$ cat src/rtl/bus_cmp_pkg.sv
// bus_cmp_pkg: shared state encoding, outSel/outputStatus encodings and default limits
package bus_cmp_pkg;
  typedef enum logic [1:0] {IDLE, DECIDE, SEND, DONE} state_t;
  localparam logic [1:0] SEL_NONE = 2'b00;
  localparam logic [1:0] SEL_CH1 = 2'b01;
  localparam logic [1:0] SEL_CH2 = 2'b10;
  localparam int STAT_BUSY = 1;
  localparam int STAT_ERR = 0;
  localparam int DEF_FAULT_LIMIT = 3;
  localparam int DEF_RECOVER_LIMIT = 8;
  localparam int DEF_CNT_W = 4;
  localparam int DEF_TIMEOUT = 255;
endpackage

$ cat src/rtl/ch_health.sv
// ch_health: per-channel consecutive-fault counter with failed flag and recovery counter
//   upd strobes one frame verdict (good); fault_cnt/fail are the registered health outputs
module ch_health #(
  parameter int FAULT_LIMIT = 3,
  parameter int RECOVER_LIMIT = 8,
  parameter int CNT_W = 4
) (
  input  logic             clk,
  input  logic             rst,
  input  logic             upd,
  input  logic             good,
  output logic [CNT_W-1:0] fault_cnt,
  output logic             fail
);
  logic [CNT_W-1:0] fault_q, fault_d, good_q, good_d;
  logic fail_q, fail_d;
  always_comb begin
    fault_d = fault_q;
    good_d = good_q;
    fail_d = fail_q;
    if (upd && !good) begin
      fault_d = &fault_q ? fault_q : fault_q + 1'b1;
      good_d = '0;
      fail_d = fail_q | (fault_d >= CNT_W'(FAULT_LIMIT));
    end else if (upd && fail_q) begin
      fault_d = '0;
      good_d = good_q + 1'b1;
      fail_d = good_d != CNT_W'(RECOVER_LIMIT);
      good_d = fail_d ? good_d : '0;
    end else if (upd) begin
      fault_d = '0;
    end
  end
  always_ff @(posedge clk or negedge rst) begin
    if (!rst) begin
      fault_q <= '0;
      good_q <= '0;
      fail_q <= 1'b0;
    end else begin
      fault_q <= fault_d;
      good_q <= good_d;
      fail_q <= fail_d;
    end
  end
  assign fault_cnt = fault_q;
  assign fail = fail_q;
endmodule

$ cat src/rtl/out_arbiter.sv
// out_arbiter: picks a redundant channel per frame and drives it downstream with valid/ready
//   outputEn (active-low) requests a frame; outValid/outData/outReady handshake the word;
//   outSel names the chosen channel; outputStatus = {busy, error}; chFail/faultCnt* report health
module out_arbiter
  import bus_cmp_pkg::*;
#(
  parameter int DATA_W = 64,
  parameter int FAULT_LIMIT = DEF_FAULT_LIMIT,
  parameter int RECOVER_LIMIT = DEF_RECOVER_LIMIT,
  parameter int CNT_W = DEF_CNT_W,
  parameter int TIMEOUT = DEF_TIMEOUT
) (
  input  logic              clk,
  input  logic              rst,
  input  logic              outputEn,
  input  logic              crcOk1,
  input  logic              crcOk2,
  input  logic              compMatch,
  input  logic [DATA_W-1:0] data1,
  input  logic [DATA_W-1:0] data2,
  input  logic              outReady,
  output logic              outValid,
  output logic [DATA_W-1:0] outData,
  output logic [1:0]        outSel,
  output logic [1:0]        outputStatus,
  output logic [1:0]        chFail,
  output logic [CNT_W-1:0]  faultCnt1,
  output logic [CNT_W-1:0]  faultCnt2
);
  localparam int TW = $clog2(TIMEOUT + 1);
  state_t state_q, state_d;
  logic crc1_q, crc1_d, crc2_q, crc2_d, match_q, match_d;
  logic [DATA_W-1:0] d1_q, d1_d, d2_q, d2_d, data_q, data_d;
  logic valid_q, valid_d;
  logic [1:0] sel_q, sel_d, stat_q, stat_d;
  logic [TW-1:0] to_q, to_d, to_nx;
  logic mism, good1, good2, elig1, elig2, upd;
  always_comb begin
    mism = crc1_q & crc2_q & ~match_q;
    good1 = crc1_q & ~mism;
    good2 = crc2_q & ~mism;
    // eligibility uses the pre-update flag, so a channel recovering this frame still sits out
    elig1 = good1 & ~chFail[0];
    elig2 = good2 & ~chFail[1];
    upd = state_q == DECIDE;
    to_nx = to_q + 1'b1;
    state_d = state_q;
    crc1_d = crc1_q;
    crc2_d = crc2_q;
    match_d = match_q;
    d1_d = d1_q;
    d2_d = d2_q;
    data_d = data_q;
    valid_d = valid_q;
    sel_d = sel_q;
    stat_d = stat_q;
    to_d = to_q;
    case (state_q)
      IDLE: begin
        stat_d = '0;
        if (!outputEn) begin
          crc1_d = crcOk1;
          crc2_d = crcOk2;
          match_d = compMatch;
          d1_d = data1;
          d2_d = data2;
          stat_d[STAT_BUSY] = 1'b1;
          state_d = DECIDE;
        end
      end
      DECIDE: begin
        sel_d = elig1 ? SEL_CH1 : elig2 ? SEL_CH2 : SEL_NONE;
        data_d = elig1 ? d1_q : elig2 ? d2_q : data_q;
        stat_d[STAT_BUSY] = elig1 | elig2;
        stat_d[STAT_ERR] = ~(elig1 | elig2);
        state_d = (elig1 | elig2) ? SEND : DONE;
      end
      SEND: begin
        // first SEND cycle raises outValid, giving the two-cycle request-to-valid latency
        if (!valid_q) begin
          valid_d = 1'b1;
        end else if (outReady) begin
          valid_d = 1'b0;
          stat_d = '0;
          state_d = DONE;
        end else if (to_nx == TW'(TIMEOUT)) begin
          valid_d = 1'b0;
          stat_d = '0;
          stat_d[STAT_ERR] = 1'b1;
          state_d = DONE;
        end else begin
          to_d = to_nx;
        end
      end
      DONE: begin
        if (outputEn) begin
          stat_d = '0;
          to_d = '0;
          state_d = IDLE;
        end
      end
      default: state_d = IDLE;
    endcase
  end
  always_ff @(posedge clk or negedge rst) begin
    if (!rst) begin
      state_q <= IDLE;
      crc1_q <= 1'b0;
      crc2_q <= 1'b0;
      match_q <= 1'b0;
      d1_q <= '0;
      d2_q <= '0;
      data_q <= '0;
      valid_q <= 1'b0;
      sel_q <= SEL_NONE;
      stat_q <= '0;
      to_q <= '0;
    end else begin
      state_q <= state_d;
      crc1_q <= crc1_d;
      crc2_q <= crc2_d;
      match_q <= match_d;
      d1_q <= d1_d;
      d2_q <= d2_d;
      data_q <= data_d;
      valid_q <= valid_d;
      sel_q <= sel_d;
      stat_q <= stat_d;
      to_q <= to_d;
    end
  end
  ch_health #(.FAULT_LIMIT(FAULT_LIMIT), .RECOVER_LIMIT(RECOVER_LIMIT), .CNT_W(CNT_W)) u_h1 (
    .clk(clk), .rst(rst), .upd(upd), .good(good1), .fault_cnt(faultCnt1), .fail(chFail[0])
  );
  ch_health #(.FAULT_LIMIT(FAULT_LIMIT), .RECOVER_LIMIT(RECOVER_LIMIT), .CNT_W(CNT_W)) u_h2 (
    .clk(clk), .rst(rst), .upd(upd), .good(good2), .fault_cnt(faultCnt2), .fail(chFail[1])
  );
  assign outValid = valid_q;
  assign outData = data_q;
  assign outSel = sel_q;
  assign outputStatus = stat_q;
endmodule

$ cat config.mk
export PLATFORM = sky130hd
export DESIGN_NAME = out_arbiter
export DESIGN_NICKNAME = d
export VERILOG_FILES = /design/src/rtl/bus_cmp_pkg.sv /design/src/rtl/ch_health.sv /design/src/rtl/out_arbiter.sv
export SDC_FILE = /design/constraint.sdc
export NUM_CORES = 1
export LEC_CHECK = 0
export BUFFER_PORTS_ARGS = -buffer_cell sky130_fd_sc_hd__buf_2
export CAP_MARGIN = 10
export CORE_ASPECT_RATIO = 1.2
export CORE_MARGIN = 5
export CORE_UTILIZATION = 59
export DETAILED_ROUTE_END_ITERATION = 8
export PLACE_DENSITY = 0.94
export SYNTH_ARGS = -nofsm -noshare
export SYNTH_HDL_FRONTEND = slang
export SYNTH_SLANG_ARGS = --single-unit
$ cat constraint.sdc
create_clock -name clk -period 3.5 [get_ports clk]
set_input_delay 0.7 -clock clk [delete_from_list [all_inputs] [get_ports clk]]
set_output_delay 0.7 -clock clk [all_outputs]
set_load 0.01 [all_outputs]
### Yosys cells after proc, flatten, opt, wreduce, memory -nomap -nowiden

Index checks and enable logic that the tools add are counted.

* bits of input ports: 135
* bits in registers: 228
* output and inout port bits: 79
* word-level logic and storage cells: 112

* order comparisons: 2
* bitwise gates (word level): 15
* equality and inequality tests: 12
* add/sub/neg operators: 5
* multiplexer cells: 41
* reduce and logical (&&, ||, !) cells: 20

Operator list (number)
* two-way mux 64 bit: 2
* two-way mux 4 bit: 13
* two-way mux 8 bit: 4
* two-way mux 2 bit: 10
* adder 4 x 1 -> 4 bit, second input constant: 4
* one-hot mux 2 bit (4 select lines): 2
* one-hot mux 8 bit (2 select lines): 1
* AND reduction 4 bit: 3
* != test 2 bit, second input constant: 5
* two-way mux 1 bit: 9
* adder 8 x 1 -> 8 bit, second input constant: 1
* equality test 8 bit, second input constant: 1
* greater-or-equal comparator 4 x 2 -> 1 bit, second input constant: 2
* != test 4 bit, second input constant: 2
* nonzero test 2 bit: 4
* AND 1 bit: 6
* inverter 1 bit: 6
* nonzero test 3 bit: 2
* AND reduction 5 bit: 1
* equality test 2 bit, second input constant: 2
* logical AND 1 bit: 4
* AND reduction 2 bit: 2
* != test 3 bit, second input constant: 1
* bitwise OR 1 bit: 3
* 4 further kinds: 5

### Logic depth before layout (Yosys ltp)

Gate-level depths: netlist of the first run.

* word-level depth: 8
* mapped depth: 9
* depth with buffers taken out: 8

### Cells and area by module

Synthesis of the first run repeated with hierarchy kept, for this count alone.

* cells, all modules: 795
* area total of the unflattened synthesis: 9914.5 µm²

By module, submodules not included
* out_arbiter: area each 8793.4 µm², times used 1, cells an instance 669, sequential area each 5255.0 µm²
* ch_health: area each 560.5 µm², times used 2, cells an instance 63, sequential area each 225.2 µm²

### Worst setup path before layout of the first run

OpenSTA, ideal clock, no wires.

* path kind: flip-flop to flip-flop
* from: reg state_q[0]
* to: reg d1_q[25]
* clock period less this slack: 2.144 ns
* library setup time: 0.125 ns
* data required time: 3.375 ns
* stages on the path, launching flop included: 8
* path buffers: 3
* path slack: 1.356 ns
* arrival: 2.019 ns
* path through: dfrtp_1 > inv_1 > ha_1 > nor2b_1 > clkbuf_1 > clkbuf_1 > clkbuf_1 > mux2_2

* cells in the longest elaborated chain, start to end: 2

RTL lines
* start, declared: line out_arbiter.sv:31 `state_t state_q, state_d;`
* start signal, assigned: line out_arbiter.sv:119 `state_q <= state_d;`
* zero test 2 bit: line out_arbiter.sv:58 `case (state_q)`
* AND reduction 2 bit (no line)
* end signal, assigned: line out_arbiter.sv:111 `d1_q <= '0;`
* end signal, assigned: line out_arbiter.sv:123 `d1_q <= d1_d;`
* end, declared: line out_arbiter.sv:33 `logic [DATA_W-1:0] d1_q, d1_d, d2_q, d2_d, data_q, data_d;`

Every way passes these cells.
A chain may end at the register's enable or synchronous reset.

### Worst setup path after layout of the first run

* from: reg crc1_q
* to: reg data_q[13] (netlist: outData[13])

* cells in the longest elaborated chain, start to end: 7
* elaborated cells on any way between the ends: 10
* classes of those cells: mux (1); bitwise (7); reduce/logical (2)

RTL lines
* start, declared: line out_arbiter.sv:32 `logic crc1_q, crc1_d, crc2_q, crc2_d, match_q, match_d;`
* start signal, assigned: line out_arbiter.sv:120 `crc1_q <= crc1_d;`
* AND 1 bit (2 in series): line out_arbiter.sv:39 `mism = crc1_q & crc2_q & ~match_q;`
* inverter 1 bit: line out_arbiter.sv:40, out_arbiter.sv:41
* AND 1 bit, on equally long branches: line out_arbiter.sv:40, out_arbiter.sv:41
* AND 1 bit, on equally long branches: line out_arbiter.sv:43, out_arbiter.sv:44
* nonzero test 2 bit (no line)
* AND reduction 2 bit (no line)
* end signal, assigned: line out_arbiter.sv:125 `data_q <= data_d;`
* end, declared: line out_arbiter.sv:33

Several ways; a longest one is shown, not always the timed one.

==> metrics.txt, run 1 <==
Worst-path clk slew=60 ps; Final Hold Viols=0; Yosys top cell area share=0.587; synth warn=0; sequential share of power=0.436; Worst R2R Setup Slack=1130 ps; count leader, synth=dfrtp_1; drt pass-1 iters=5; metal2 WL=~12000 microns; num ports=214; wirelength, routed=roughly 23000 microns; Power per Cell Area=between 800 and 900 nW/um^2; synth unique cells=53; # placed instances=about 1200; IO buf count=213; Int Power=between 0.007 and 0.008 W; Setup Fix Bufs, Post-CTS=0; top layer in use=met5; post-route ant nets=0; Net Sw Frac=0.325; critical path type=flip-flop to flip-flop; Total Neg Setup Slack=0 ps; Synth area leader=dfrtp_1; post-route setup slack=1130 ps; row count=between 50 and 60; Fin Clk Skew=9.81 ps; CTS tree=yes; worst-skew pair later-pin latency=500 ps; die area=19100 sq um; Yosys reg bits=228; Die Wd=127 microns; peak supply drop=approximately 0.00062 V; post-synthesis async set-or-reset flop share=1.00; combinational share of power=0.324; Synth Flop Type=dfrtp_1; crit-path max FO=59; Iteration-0 DRC Markers=344; mean area per synthesized cell=around 13 sq um; dpl hpwl=15800 microns; Setup-failing EPs final=0; GP Congestion=0.834; Finished Layout Cells=1210; Root Buffer Master=clkbuf_16; status=finished clean; crit end category=flip-flop; arrival time worst endpoint=2720 ps; layout cells sized above 1=0.419; Synth Net Count=911; cts repair resizes=0; grt ovf=0; Leak Pwr=6.06 nW; vias in the first global route=7245; final count of pins violating max slew=0; # DRC=0; synthesized area=9710 sq um; Clock Sinks=228; RSZ-0062 raised after global routing=no; Worst Tran Pin Value=roughly 810 ps; DR vias/cell=between 5 and 6; CP Data Required Time=3850 ps; Final Critical Period=2370 ps; most frequent cells after synthesis=dfrtp_1 (228), mux2_2 (133), nand2_1 (88); clock share of power=0.240; area delta synth->final=21.9%; initial antenna violation count=7; CTS Buffer Depth=3; core region area=16200 sq um; met3 wire len=1220 microns; top post-synthesis cells by area=dfrtp_1 (59%), mux2_2 (15%), mux2i_1 (6.8%); Die H=151 microns; post-synthesis sequential area ratio=0.587; Post-Place Worst Slack=~1200 ps; Metal-1 WL=a little over 8000 microns; largest net degree at the start of global routing=roughly 130; H-tree levels=1; Syn Inst Count=~770; worst rel slew slack=0.458; HP Class=primary input to asynchronous set/reset pin; TritonCTS Buffers=23; Routed WL per cell=18.9 microns; Starting Density=0.599; Max Clk Rate=423 MHz; hold_buf cts=0; startpoint type of the worst setup path=flip-flop; first-pass GRT wire length=between 30000 and 40000 microns; total global-route track usage=0.236; net load switching power=0.00343 W; via count=6850; EDFF count, synth=0; period utilisation layout=0.676; Nets=approximately 1100; Max-Cap Viols=0
[cell usage in the layout (no fill, tap or decap), drive strengths merged, types with 2 or more instances in the layout]
cell / count
dfrtp: 228
buf: 224
mux2: 136
nand2: 88
o21ai: 81
mux2i: 66
clkbuf: 35
a21oi: 19
nand3: 12
inv: 11
ha: 10
nor2: 9
a21o: 9
nor3: 7
nand2b: 7
diode: 6
xor2: 4
clkinv: 4
a22o: 3
or2: 3
o2bb2ai: 3
a31oi: 3
nor2b: 3
o21a: 2
and2: 2
bufinv: 2
or3: 2
and2b: 2
o21bai: 2
[layout make-up]
type | instances | area [sq um]
fillers | 1051 | 4370
clock buffers | 35 | 721
multi-input cells | 488 | 3830
inverters | 11 | 41.3
diodes | 6 | 15.0
well taps | 212 | 265
repair buffers | 224 | 1180
flip-flops and latches | 228 | 5710
clock inverters | 6 | 80.1
[flip-flops by register name (all words and copies together), names as in the netlist, 4 cells and up]
signal,count
u_h1.good_q,4
u_h2.fault_cnt,4
u_h2.good_q,4
outData,64
to_q,8
d1_q,64
d2_q,64
u_h1.fault_cnt,4
[final timing paths]
kind	from	cells past startpoint	end
setup / recovery	crc1_q$_DFFE_PN0P_	6	outData[13]$_DFFE_PN0P_
hold / removal	rst	1	d1_q[41]$_DFFE_PN0P_
setup reg to reg	crc1_q$_DFFE_PN0P_	6	outData[13]$_DFFE_PN0P_
hold reg to reg	outData[27]$_DFFE_PN0P_	2	outData[27]$_DFFE_PN0P_
max in group asynchronous	rst	2	d2_q[13]$_DFFE_PN0P_
min in group clk	data2[4]	2	d2_q[4]$_DFFE_PN0P_
[power groups by stage]
stage | sequential, W | combinational (W) | clock (W)
after floorplan | 0.00458 | 0.00226 | 0
final | 0.00461 | 0.00343 | 0.00254
after global placement | 0.00454 | 0.00321 | 0
after detailed placement | 0.00463 | 0.00342 | 0
after CTS | 0.00461 | 0.00346 | 0.00259
after global routing | 0.00476 | 0.00378 | 0.00270
[per-layer routing]
metal	global-route usage	up-vias
li1	-	3120
met1	0.269	3406
met5	0	-
met4	0.120	2
met3	0.0444	93
met2	0.424	229
[cell families after synthesis]
| kind of cell | count (synthesis) | synth area share |
|---|---|---|
| multiplexers | 202 | 0.226 |
| AO/OA/AOI/OAI | 131 | 0.0809 |
| XOR/XNOR | 5 | 0.00451 |
| flip-flops | 228 | 0.587 |
| adder cells (fa/ha/maj) | 10 | 0.0129 |
| AND/OR/NAND/NOR | 140 | 0.0667 |
| buffers and inverters | 50 | 0.0213 |
[critical path, cell delays in order, from the launching register on]
cell and delay, ps:
dfrtp_1 410, inv_1 100, o21ai_1 440, o21ai_1 170, nand2_4 470, buf_4 410
o21ai_0 180
[metrics by stage]
stage | hold slack (ps) | util | power, W | cell area, sq um
floorplan | 404 | - | 0.00684 | 9710
global placement | 458 | 0.680 | 0.00775 | 11000
detailed placement | 466 | 0.680 | 0.00805 | 11000
CTS | 268 | 0.730 | 0.0107 | 11800
global route | 304 | 0.731 | 0.0112 | 11800
finish | 233 | 0.731 | 0.0106 | 11800
Power figures use the tool's default switching activity.
==> run 2, diff against run 1 <==
CORE_UTILIZATION = 54   (was 59)
PLACE_DENSITY = 0.87   (was 0.94)
clock period = 2.2 ns   (was 3.5 ns; I/O delays follow)
==> run 2 against run 1 <==
Count of clock-buffer cells in the layout rose by 6. Critical path type unchanged. Worst hold slack got worse by 68 ps. Via count fell by 2.7%. First-iteration DRC count fell by 5.5%. Sequential cell count did not move. Clock power rose by 63%. Die area rose by 8.6%. Fmax rose by 14%. Routed wire length fell by 3.8%. Setup slack got worse by 1000 ps. Register-to-register slack got worse by 1000 ps.
==> metrics.txt, run 2 (synthesis results as in run 1) <==
# DRC=0 (unchanged); Worst-path clk slew=60 ps (about the same); die area=20800 sq um (was 19100 sq um); period utilisation layout=0.943 (was 0.676); num ports=214 (unchanged); Max Clk Rate=482 MHz (was 423 MHz); Root Buffer Master=clkbuf_16 (unchanged); worst-skew pair later-pin latency=500 ps (about the same); initial antenna violation count=2 (was 7); worst rel slew slack=0.694 (was 0.458); Setup Fix Bufs, Post-CTS=0 (unchanged); area delta synth->final=24.0% (was 21.9%); critical path type=flip-flop to flip-flop (unchanged); wirelength, routed=22000 microns (was 22900 microns); status=finished clean (unchanged); Worst Tran Pin Value=456 ps (was 812 ps); Final Hold Viols=0 (unchanged); HP Class=primary input to flip-flop (was primary input to asynchronous set/reset pin); drt pass-1 iters=4 (was 5); Max-Cap Viols=0 (unchanged); crit-path max FO=6 (was 59); Die H=157 microns (was 151 microns); Nets=1132 (was 1121); via count=6665 (was 6850); Total Neg Setup Slack=0 ps (unchanged); commonest non-fill, non-tap cell in the layout=dfrtp_1 (unchanged); dpl hpwl=15200 microns (was 15800 microns); Fill cells=1232 (was 1051); combinational share of power=0.329 (was 0.324); final core occ=0.683 (was 0.731); Setup-failing EPs final=0 (unchanged); core region area=17600 sq um (was 16200 sq um); Power per Cell Area=1410 nW/um^2 (was 894 nW/um^2); row count=53 (was 51); grt ovf=0 (unchanged); TritonCTS Buffers=24 (was 23); first-pass GRT wire length=35900 microns (was 36500 microns); net load switching power=0.00538 W (was 0.00343 W); Fin Clk Skew=12.3 ps (was 9.81 ps); crit end category=flip-flop (unchanged); peak supply drop=0.000878 V (was 0.000622 V); largest net degree at the start of global routing=77 (was 134); H-tree levels=1 (unchanged); post-route ant nets=0 (unchanged); RSZ-0062 raised after global routing=no (unchanged); arrival time worst endpoint=2450 ps (was 2720 ps); Buf/Inv on CP=0 (was 2); Int Power=0.0116 W (was 0.00715 W); CP Data Required Time=2580 ps (was 3850 ps); Leak Pwr=6.15 nW (was 6.06 nW); Routed WL per cell=18.0 microns (was 18.9 microns); layout cells sized above 1=0.426 (was 0.419); Cell Chain, Critical Path=nand4_2, or3_4, a211oi_4, a21oi_2, nor2_1, mux2_1 (was inv_1, o21ai_1, o21ai_1, nand2_4, buf_4, o21ai_0); startpoint type of the worst setup path=flip-flop (unchanged); CTS tree=yes (unchanged); Final Critical Period=2070 ps (was 2370 ps); clock share of power=0.243 (was 0.240); total global-route track usage=0.211 (was 0.236); Iteration-0 DRC Markers=325 (was 344); final count of pins violating max slew=0 (unchanged); CP max stage cell=dfrtp_2 (was nand2_4); CTS Buffer Depth=3 (unchanged); Die Wd=132 microns (was 127 microns); slowest stage delay, CP=410 ps (was 470 ps); IO buf count=213 (unchanged); Net Sw Frac=0.317 (was 0.325); DR vias/cell=5.44 (was 5.66); commonest cells after routing, fill and taps aside=dfrtp_1 (224), buf_2 (212), mux2_2 (133) (was dfrtp_1 (228), buf_2 (212), mux2_2 (133)); sequential share of power=0.428 (was 0.436); CP delay by family, top=simple AND/OR/NAND/NOR gates (was compound AO/OA/AOI/OAI gates); Starting Density=0.551 (was 0.599); GP Congestion=0.802 (was 0.834); vias in the first global route=7178 (was 7245); Clock Sinks=228 (unchanged)
## run 2: power by group through the flow
| stage | clock network (W) | registers [W] | logic [W] |
|---|---|---|---|
| finish | 0.00413 | 0.00725 | 0.00558 |
| CTS | 0.00421 | 0.00725 | 0.00566 |
| global route | 0.00437 | 0.00751 | 0.00618 |
| detailed placement | 0 | 0.00728 | 0.00561 |
| global placement | 0 | 0.00717 | 0.00534 |
| floorplan | 0 | 0.00729 | 0.00359 |
## run 2: worst reg2reg max path, cell delays in order (launching register included)
cell and delay, ps:
dfrtp_2 410, nand4_2 140, or3_4 410, a211oi_4 350, a21oi_2 120, nor2_1 190
mux2_1 340
## run 2: cell type report
type	instances	area [sq um]	area share
multi-input cells	488	3830	0.318
repair buffers	234	1350	0.112
clock buffers	41	796	0.0661
clock inverters	2	35.0	0.00291
inverters	11	41.3	0.00343
well taps	220	275	0.0229
flip-flops and latches	228	5710	0.474
diodes	2	5.00	0.000416
## run 2: final timing paths
kind	startpoint	to	slack (ps)	depth (start not counted)
worst max-delay path	to_q[0]$_DFFE_PN0P_	state_q[1]$_DFFE_PN0P_	130	6
worst min-delay path	data1[35]	d1_q[35]$_DFFE_PN0P_	170	2
worst max register to register	to_q[0]$_DFFE_PN0P_	state_q[1]$_DFFE_PN0P_	130	6
worst min register to register	outData[39]$_DFFE_PN0P_	outData[39]$_DFFE_PN0P_	470	2
max in group asynchronous	rst	to_q[3]$_DFFE_PN0P_	1120	3
min in group asynchronous	rst	outData[41]$_DFFE_PN0P_	460	2
## run 2: metrics by stage
stage                     power, W  area (sq um)  hold slack [ps]  std cells  setup WS, ps
after detailed placement    0.0129         11200              408       1180          40.0
after floorplan             0.0109          9710              144        766          55.8
after global placement      0.0125         11200              400       1180           178
final                       0.0170         12000              166       1226           126
after CTS                   0.0171         12000              149       1224          43.7
after global routing        0.0181         12000              152       1226          16.3
## run 2: repair_timing
| action | CTS | global route |
|---|---|---|
| resized for setup | 0 | 4 |
| setup endpoints to repair | 0 | 2 |
| endpoints found under the hold margin | 48 | 0 |
| hold buffers | 1 | 0 |
## run 2: layer usage
| metal | vias up | track usage | wire [microns] |
|---|---|---|---|
| li1 | 3147 | - | - |
| met1 | 3303 | 0.248 | 8460 |
| met2 | 169 | 0.387 | 11800 |
| met3 | 46 | 0.0412 | 1100 |
| met4 | 0 | 0.0728 | 701 |
| met5 | - | 0 | 0 |
